File: src/rtl/seven_segment_digit_scanner_if.sv
// seven_segment_digit_scanner_if: value load handshake between producer and scanner
interface seven_segment_digit_scanner_if;
  logic [15:0] value_in;
  logic value_valid;
  logic value_ready;
  modport master(output value_in, value_valid, input value_ready);
  modport slave(input value_in, value_valid, output value_ready);
endinterface

File: src/rtl/seven_segment_digit_scanner.sv
// seven_segment_digit_scanner: 4-digit multiplexed scan with dead time, zero blanking and tear-free double buffering
module seven_segment_digit_scanner #(
  parameter int REFRESH_DIV = 50000,
  parameter int DEAD_CYCLES = 500
) (
  input  logic clk,
  input  logic rst,
  seven_segment_digit_scanner_if.slave vif,
  input  logic suppress_zeros,
  output logic [3:0] bin,
  output logic [3:0] digit_en,
  output logic blank,
  output logic frame_tick
);
  localparam int PW = $clog2(REFRESH_DIV);
  localparam logic [PW-1:0] P_LAST = PW'(REFRESH_DIV - 1);
  localparam logic [PW-1:0] P_DEAD = PW'(DEAD_CYCLES);
  logic [PW-1:0] p, p_n;
  logic [1:0] d, d_n;
  logic [15:0] disp, disp_n, shadow;
  logic shadow_full, wrap, boundary, accept, blank_n;
  logic [3:0] sup, bin_n, en_n;
  assign vif.value_ready = !shadow_full && !rst;
  // next scan position and the registered outputs that belong to it
  always_comb begin
    wrap = p == P_LAST;
    boundary = wrap && d == 2'd3;
    accept = vif.value_valid && vif.value_ready;
    p_n = wrap ? '0 : p + 1'b1;
    d_n = wrap ? d + 2'd1 : d;
    disp_n = boundary && shadow_full ? shadow : disp;
    sup = suppress_zeros ? {disp_n[15:12] == 4'd0, disp_n[15:8] == 8'd0, disp_n[15:4] == 12'd0, 1'b0} : 4'b0;
    bin_n = disp_n[{d_n, 2'b00} +: 4];
    blank_n = p_n < P_DEAD;
    en_n = blank_n || sup[d_n] ? 4'b0 : 4'b1 << d_n;
  end
  // scan state, display/shadow swap at frame boundary, output flops
  always_ff @(posedge clk) begin
    if (rst) begin
      p <= '0;
      d <= '0;
      disp <= '0;
      shadow_full <= 1'b0;
      bin <= '0;
      digit_en <= '0;
      blank <= 1'b1;
      frame_tick <= 1'b0;
    end else begin
      p <= p_n;
      d <= d_n;
      disp <= disp_n;
      bin <= bin_n;
      digit_en <= en_n;
      blank <= blank_n;
      frame_tick <= boundary;
      if (boundary && shadow_full) shadow_full <= 1'b0;
      else if (accept) shadow_full <= 1'b1;
    end
  end
  // shadow data; only captured on an accepted offer
  always_ff @(posedge clk) begin
    if (accept) shadow <= vif.value_in;
  end
endmodule

File: src/flat_wrapper.sv
// flat-port wrapper written by rule: the top's interface ports become plain ports
module seven_segment_digit_scanner_flat 
#(
  parameter int REFRESH_DIV = 50000,
  parameter int DEAD_CYCLES = 500
)
  (clk, rst, suppress_zeros, bin, digit_en, blank, frame_tick, vif_value_in, vif_value_valid, vif_value_ready);
  seven_segment_digit_scanner_if vif_i ();
  input  logic clk;
  input  logic rst;
  input  logic suppress_zeros;
  output logic [3:0] bin;
  output logic [3:0] digit_en;
  output logic blank;
  output logic frame_tick;
  input wire logic [$bits(vif_i.value_in)-1:0] vif_value_in;
  input wire logic [$bits(vif_i.value_valid)-1:0] vif_value_valid;
  output wire logic [$bits(vif_i.value_ready)-1:0] vif_value_ready;
  assign vif_i.value_in = vif_value_in;
  assign vif_i.value_valid = vif_value_valid;
  assign vif_value_ready = vif_i.value_ready;
  seven_segment_digit_scanner #(.REFRESH_DIV(REFRESH_DIV), .DEAD_CYCLES(DEAD_CYCLES)) u_core (.clk(clk), .rst(rst), .vif(vif_i), .suppress_zeros(suppress_zeros), .bin(bin), .digit_en(digit_en), .blank(blank), .frame_tick(frame_tick));
endmodule
File: config.mk
export PLATFORM = sky130hd
export DESIGN_NAME = seven_segment_digit_scanner_flat
export DESIGN_NICKNAME = d
export VERILOG_FILES = /design/src/rtl/seven_segment_digit_scanner_if.sv /design/src/rtl/seven_segment_digit_scanner.sv /design/src/flat_wrapper.sv
export SDC_FILE = /design/constraint.sdc
export NUM_CORES = 1
export LEC_CHECK = 0
export CORE_ASPECT_RATIO = 1.2
export CORE_MARGIN = 5
export CORE_UTILIZATION = 46
export DETAILED_ROUTE_END_ITERATION = 16
export GPL_ROUTABILITY_DRIVEN = 1
export PLACE_DENSITY = 0.75
export SYNTH_ARGS = -nofsm -noshare
export SYNTH_HDL_FRONTEND = slang
export SYNTH_SLANG_ARGS = --single-unit
File: constraint.sdc
create_clock -name clk -period 5.82 [get_ports clk]
set_input_delay 0.582 -clock clk [delete_from_list [all_inputs] [get_ports clk]]
set_output_delay 0.582 -clock clk [all_outputs]
set_load 0.01 [all_outputs]
# ---- Word-level counts from Yosys, hierarchy flattened
# Index checks and enable logic that the tools add are counted.
dict set report totals {
  register_bits 61
  inputBits 20
  out_inout_bits 11
  wordCells 35
}
dict set report op_classes {
  addsub 2
  order_cmp 2
  eq_ne 2
  shift 2
  mux 6
  n_reduce_logical 12
}
# op n
set ops {}
lappend ops {{$mux 16} 2}
lappend ops {{$add 16x1->16 const B} 1}
lappend ops {{$eq 16x16->1 const B} 1}
lappend ops {{$lt 16x9->1 const B} 1}
lappend ops {{$shiftx 16x5->4} 1}
lappend ops {{$logic_not 12->1} 1}
lappend ops {{$logic_not 8->1} 1}
lappend ops {{$logic_and 1x1->1} 4}
lappend ops {{$logic_not 4->1} 1}
lappend ops {{$mux 4} 1}
lappend ops {{$reduce_or 2->1} 2}
lappend ops {{$shl 1x2->4 const A} 1}
lappend ops {{$lt 2x3->1 const B} 1}
lappend ops {{$add 2x1->2 const B} 1}
lappend ops {{$bmux 1 s2} 1}
lappend ops {{$eq 2x2->1 const B} 1}
lappend ops {{$logic_not 1->1} 2}
lappend ops {{$mux 2} 1}
lappend ops {{$logic_or 1x1->1} 1}
lappend ops {{$mux 1} 1}

# ---- Logic depth before layout (Yosys ltp)
dict set report depth {
  depth_word 10
  mapped_depth 11
  ltp_nobuf 7
}

# ---- Least setup slack after synthesis
# No wires, ideal clock.
dict set report synth_timing {
  kind {reg2reg}
  from {register u_core.p[0]}
  to {register u_core.digit_en[1]}
  setup_time_ns 0.137
  t_arrival_ns 2.108
  t_required_ns 5.683
  path_slack_ns 3.575
  path_stages_with_launch 12
  path_buffers 4
  synth_period_minus_slack_ns 2.245
  path_cell_list {dfxtp_1 -> ha_1 -> buf_6 -> and3_4 -> buf_6 -> and4_1 -> buf_6 -> nor2b_4 -> buf_6 -> or4_1 -> a21oi_1 -> a311oi_1}
}
dict set report synth_via {
  elab_chain_len 10
  elab_cells_between_ends 17
  cone_classes {add/sub: 1; order compare: 1; eq/ne: 1; shift: 1; mux: 6; reduce/logical: 7}
}
# item line_no
set synth_rtl {}
lappend synth_rtl {{from (decl)} seven_segment_digit_scanner.sv:18} ;# logic [PW-1:0] p, p_n;
lappend synth_rtl {{from (signal assigned)} seven_segment_digit_scanner.sv:49} ;# p <= p_n;
lappend synth_rtl {{branches (longest 10 deep; another with $add 16x1->16)} n/a}
lappend synth_rtl {{to (signal assigned)} seven_segment_digit_scanner.sv:53} ;# digit_en <= en_n;
lappend synth_rtl {{to (decl)} seven_segment_digit_scanner.sv:11} ;# output logic [3:0] digit_en,
# Parallel ways; which one is timed is not known. The select of a mux whose other input is x is not followed.
# A chain may end at the register's enable or synchronous reset.

# ---- Worst setup path after layout
# Same ends and word-level chain as after synthesis.

==> results.json <==
{
  "outcome": "completed",
  "power_density_mw_per_mm2": 249,
  "initial_core_util_pct": 46.5,
  "start_kind": "register",
  "die_x_um": 83.0,
  "post_route_cells_drive_above_1_share_pct": 9.23,
  "ys.flop_type": "sky130_fd_sc_hd__dfxtp_1",
  "tightestPinTransition_ns": 0.857,
  "dieHeight_um": 97.6,
  "final_critical_path_setup_slack_ns": 2.84,
  "timing_max_transition_violations_final": 0,
  "number_of_global_route_vias_before_repair": 2322,
  "dpl_worst_slack_ns": 2.85,
  "number_of_h_tree_branching_levels": 3,
  "summed_instance_area_of_the_synthesized_netlist_mm2": 0.00294,
  "insertion_delay_ns": 0.34,
  "yosysTopAreaCell": "sky130_fd_sc_hd__dfxtp_1",
  "maximum_number_of_pins_on_one_net_before_global_route_repair": 34,
  "period_utilization_post_route_pct": 51.2,
  "ys_seq_area_share_pct": 46.9,
  "fin_worst_hold_slack_ns": 0.462,
  "fin_setup_tns_ns": 0,
  "design.portCount": 31,
  "yosys_register_bits": 61,
  "drtAntennaViolNets": 0,
  "grt_first_pass_wirelength_um": 10700,
  "async_reset_ff_share_pct": 0,
  "critPathRequiredTime_ns": 6.03,
  "fp-row-count": 32,
  "syn-instance-count": 309,
  "fillCellCount": 594,
  "gp_congestion": 0.836,
  "synth_top_cells_by_area": "sky130_fd_sc_hd__dfxtp_1 31%, sky130_fd_sc_hd__edfxtp_1 16%, sky130_fd_sc_hd__nand2_1 5.6%",
  "path_clk_slew_ns": 0.07,
  "fin_crit_ns": 2.98,
  "drv.max_cap_violation_count": 0,
  "path_class": "reg -> reg",
  "worst_clock_skew_ns": 0.00584,
  "die_area_mm2": 0.00810,
  "synth_top_area_share_pct": 30.6,
  "layout.cells.non_filler": 421,
  "design.final.nets": 353,
  "remaining_drc_errors": 0,
  "final-setup-viol-count": 0,
  "max-clock-path-buffers": 2,
  "cp_slowest_stage_delay_ns": 0.76,
  "critPathMaxFanout": 19,
  "placeableCoreArea_mm2": 0.00633,
  "crit_chain": "ha_1, and3_4, and4_1, nand3_4, or4_1, a21oi_1, a311oi_1",
  "unrepaired_setup_endpoints_after_global_routing": "false",
  "grt_overflow_total": 0,
  "min-delay-path-class": "reg -> reg",
  "dr_total_vias": 2339,
  "cts_post_setup_buffers_inserted": 0,
  "number_of_drc_markers_after_the_initial_detailed_route_iteration": 172,
  "tritoncts": "yes",
  "global_route.usage.total_pct": 16.6,
  "cts_root_buffer": "sky130_fd_sc_hd__clkbuf_8",
  "final_wl_um": 6350,
  "path_buf_inv": 0,
  "power.ir.vdd_worst_uv": 157,
  "postCtsHoldBufs": 0,
  "power.static_leakage_nw": 1.16,
  "insertedDiodeCount": 0,
  "dp.cells": 405,
  "numPortBuffers": 30,
  "synthesis.yosys.warnings": 0,
  "route.detailed.wl_per_inst_um": 15.1,
  "hpwl_detailed_um": 4380,
  "vias_per_cell": 5.56,
  "report.final.hold_viol_count": 0,
  "number_of_synthesized_flops_with_an_enable_pin": 16,
  "critPathArrivalTime_ns": 3.19,
  "ys_types": 54,
  "drt-pass1-iter-count": 4,
  "clock-sinks": 61,
  "fmax_mhz": 335,
  "synth.avg_cell_area_um2": 9.52,
  "timing.max_slew.rel_slack_pct": 42.9,
  "syn2layout_area_growth_pct": 16.4,
  "grt_antenna_before_repair": 0,
  "number_of_cts_inserted_buffers": 9,
  "worst_path_cell_with_the_longest_stage_delay": "sky130_fd_sc_hd__and4_1",
  "cp_top_family": "simple AND/OR/NAND/NOR gates",
  "net_count_synth": 331,
  "crit_path_end_kind": "register",
  "number_of_resized_instances_in_the_post_cts_repair_step": 0,
  "finalCoreUtilization_pct": 54.2
}
-- layout make-up --
type / instances / area [um^2] / share of cell area [%]
clock buffer: 9 / 124 / 3.62
clock inverter: 7 / 66.3 / 1.94
inverter: 2 / 7.51 / 0.219
multi-input combinational: 225 / 1430 / 41.6
sequential: 61 / 1380 / 40.3
tap: 85 / 106 / 3.10
timing repair buffer: 32 / 315 / 9.20
-- where the power goes --
| group | internal [mW] | leakage (nW) | switching, mW |
|---|---|---|---|
| Combinational | 0.0218 | 0.557 | 0.0177 |
| Sequential | 0.444 | 0.512 | 0.00765 |
| Clock | 0.194 | 0.0903 | 0.167 |
| Total | 0.661 | 1.16 | 0.192 |
-- cell families after synthesis --
| kind of cell | Yosys count | share of synthesized area (%) |
|---|---|---|
| AND/OR/NAND/NOR | 131 | 23.8 |
| flip-flops | 61 | 46.9 |
| AO/OA/AOI/OAI | 59 | 12.4 |
| buffers and inverters | 23 | 4.63 |
| XOR/XNOR | 17 | 5.70 |
| multiplexers | 16 | 5.65 |
| adder cells (fa/ha/maj) | 2 | 0.850 |
-- synthesized netlist by cell type (2+ instances only) --
master and n:
sky130_fd_sc_hd__and4_1 3, sky130_fd_sc_hd__nand4b_1 3, sky130_fd_sc_hd__mux2_2 5, sky130_fd_sc_hd__xnor2_1 9, sky130_fd_sc_hd__a21oi_1 26, sky130_fd_sc_hd__o21ai_0 11
sky130_fd_sc_hd__clkbuf_1 6, sky130_fd_sc_hd__nor4_1 4, sky130_fd_sc_hd__ha_1 2, sky130_fd_sc_hd__nand4_1 6, sky130_fd_sc_hd__and4bb_2 2, sky130_fd_sc_hd__o211ai_1 2
sky130_fd_sc_hd__o211a_1 2, sky130_fd_sc_hd__dfxtp_1 45, sky130_fd_sc_hd__edfxtp_1 16, sky130_fd_sc_hd__nor2_1 28, sky130_fd_sc_hd__inv_1 2, sky130_fd_sc_hd__buf_1 2
sky130_fd_sc_hd__nand2_1 44, sky130_fd_sc_hd__mux2i_1 11, sky130_fd_sc_hd__and2_1 4, sky130_fd_sc_hd__nor3_1 10, sky130_fd_sc_hd__a31oi_1 5, sky130_fd_sc_hd__or4_1 3
sky130_fd_sc_hd__and3_1 2, sky130_fd_sc_hd__nand3_1 9, sky130_fd_sc_hd__buf_2 7, sky130_fd_sc_hd__buf_6 5, sky130_fd_sc_hd__and4b_1 2, sky130_fd_sc_hd__or2_2 2
sky130_fd_sc_hd__o32ai_1 2, sky130_fd_sc_hd__xor2_1 7
-- flip-flops by register name, indices dropped and copies added (netlist names) --
name,count
u_core.d,2
u_core.frame_tick,1
u_core.digit_en,4
u_core.bin,4
u_core.blank,1
u_core.shadow_full,1
u_core.p,16
u_core.disp,16
u_core.shadow,16
-- final timing paths --
| path | start | end | slack (ns) | depth (start not counted) |
|---|---|---|---|---|
| worst min register to register | u_core.disp[3] | u_core.disp[3] | 0.46 | 2 |
| worst max-delay path | u_core.p[0] | u_core.digit_en[1] | 2.84 | 7 |
| worst max register to register | u_core.p[0] | u_core.digit_en[1] | 2.84 | 7 |
| worst min-delay path | u_core.disp[3] | u_core.disp[3] | 0.46 | 2 |
-- metal layers --
metal	part of all wire (%)	wire (um)	track usage [%]
met3	5.3	336	4.58
met2	50	3200	27.9
met4	2.9	186	10.6
met1	41	2640	18.2
met5	0	0	0
-- worst register-to-register path: stages (launching register included) --
cell and delay, ns:
sky130_fd_sc_hd__dfxtp_1 0.41, sky130_fd_sc_hd__ha_1 0.34, sky130_fd_sc_hd__and3_4 0.26, sky130_fd_sc_hd__and4_1 0.77, sky130_fd_sc_hd__nand3_4 0.34, sky130_fd_sc_hd__or4_1 0.49
sky130_fd_sc_hd__a21oi_1 0.16, sky130_fd_sc_hd__a311oi_1 0.10
-- layout by cell type (no fill, tap or decap), drive strengths merged, types with 4 or more instances in the layout --
| cell | n |
|---|---|
| a21oi | 26 |
| a31oi | 5 |
| and2 | 4 |
| clkbuf | 9 |
| clkdlybuf4s50 | 30 |
| clkinv | 4 |
| dfxtp | 45 |
| edfxtp | 16 |
| mux2 | 5 |
| mux2i | 11 |
| nand2 | 44 |
| nand3 | 10 |
| nand4 | 6 |
| nor2 | 28 |
| nor3 | 10 |
| nor4 | 4 |
| o21ai | 12 |
| xnor2 | 10 |
| xor2 | 7 |
-- stage by stage --
| stage | area, um^2 | power [mW] |
|---|---|---|
| floorplan | 2940 | 0.479 |
| global placement | 3240 | 0.500 |
| detailed placement | 3240 | 0.501 |
| CTS | 3430 | 0.861 |
| global route | 3430 | 0.883 |
| finish | 3430 | 0.853 |
Power figures use the tool's default switching activity.
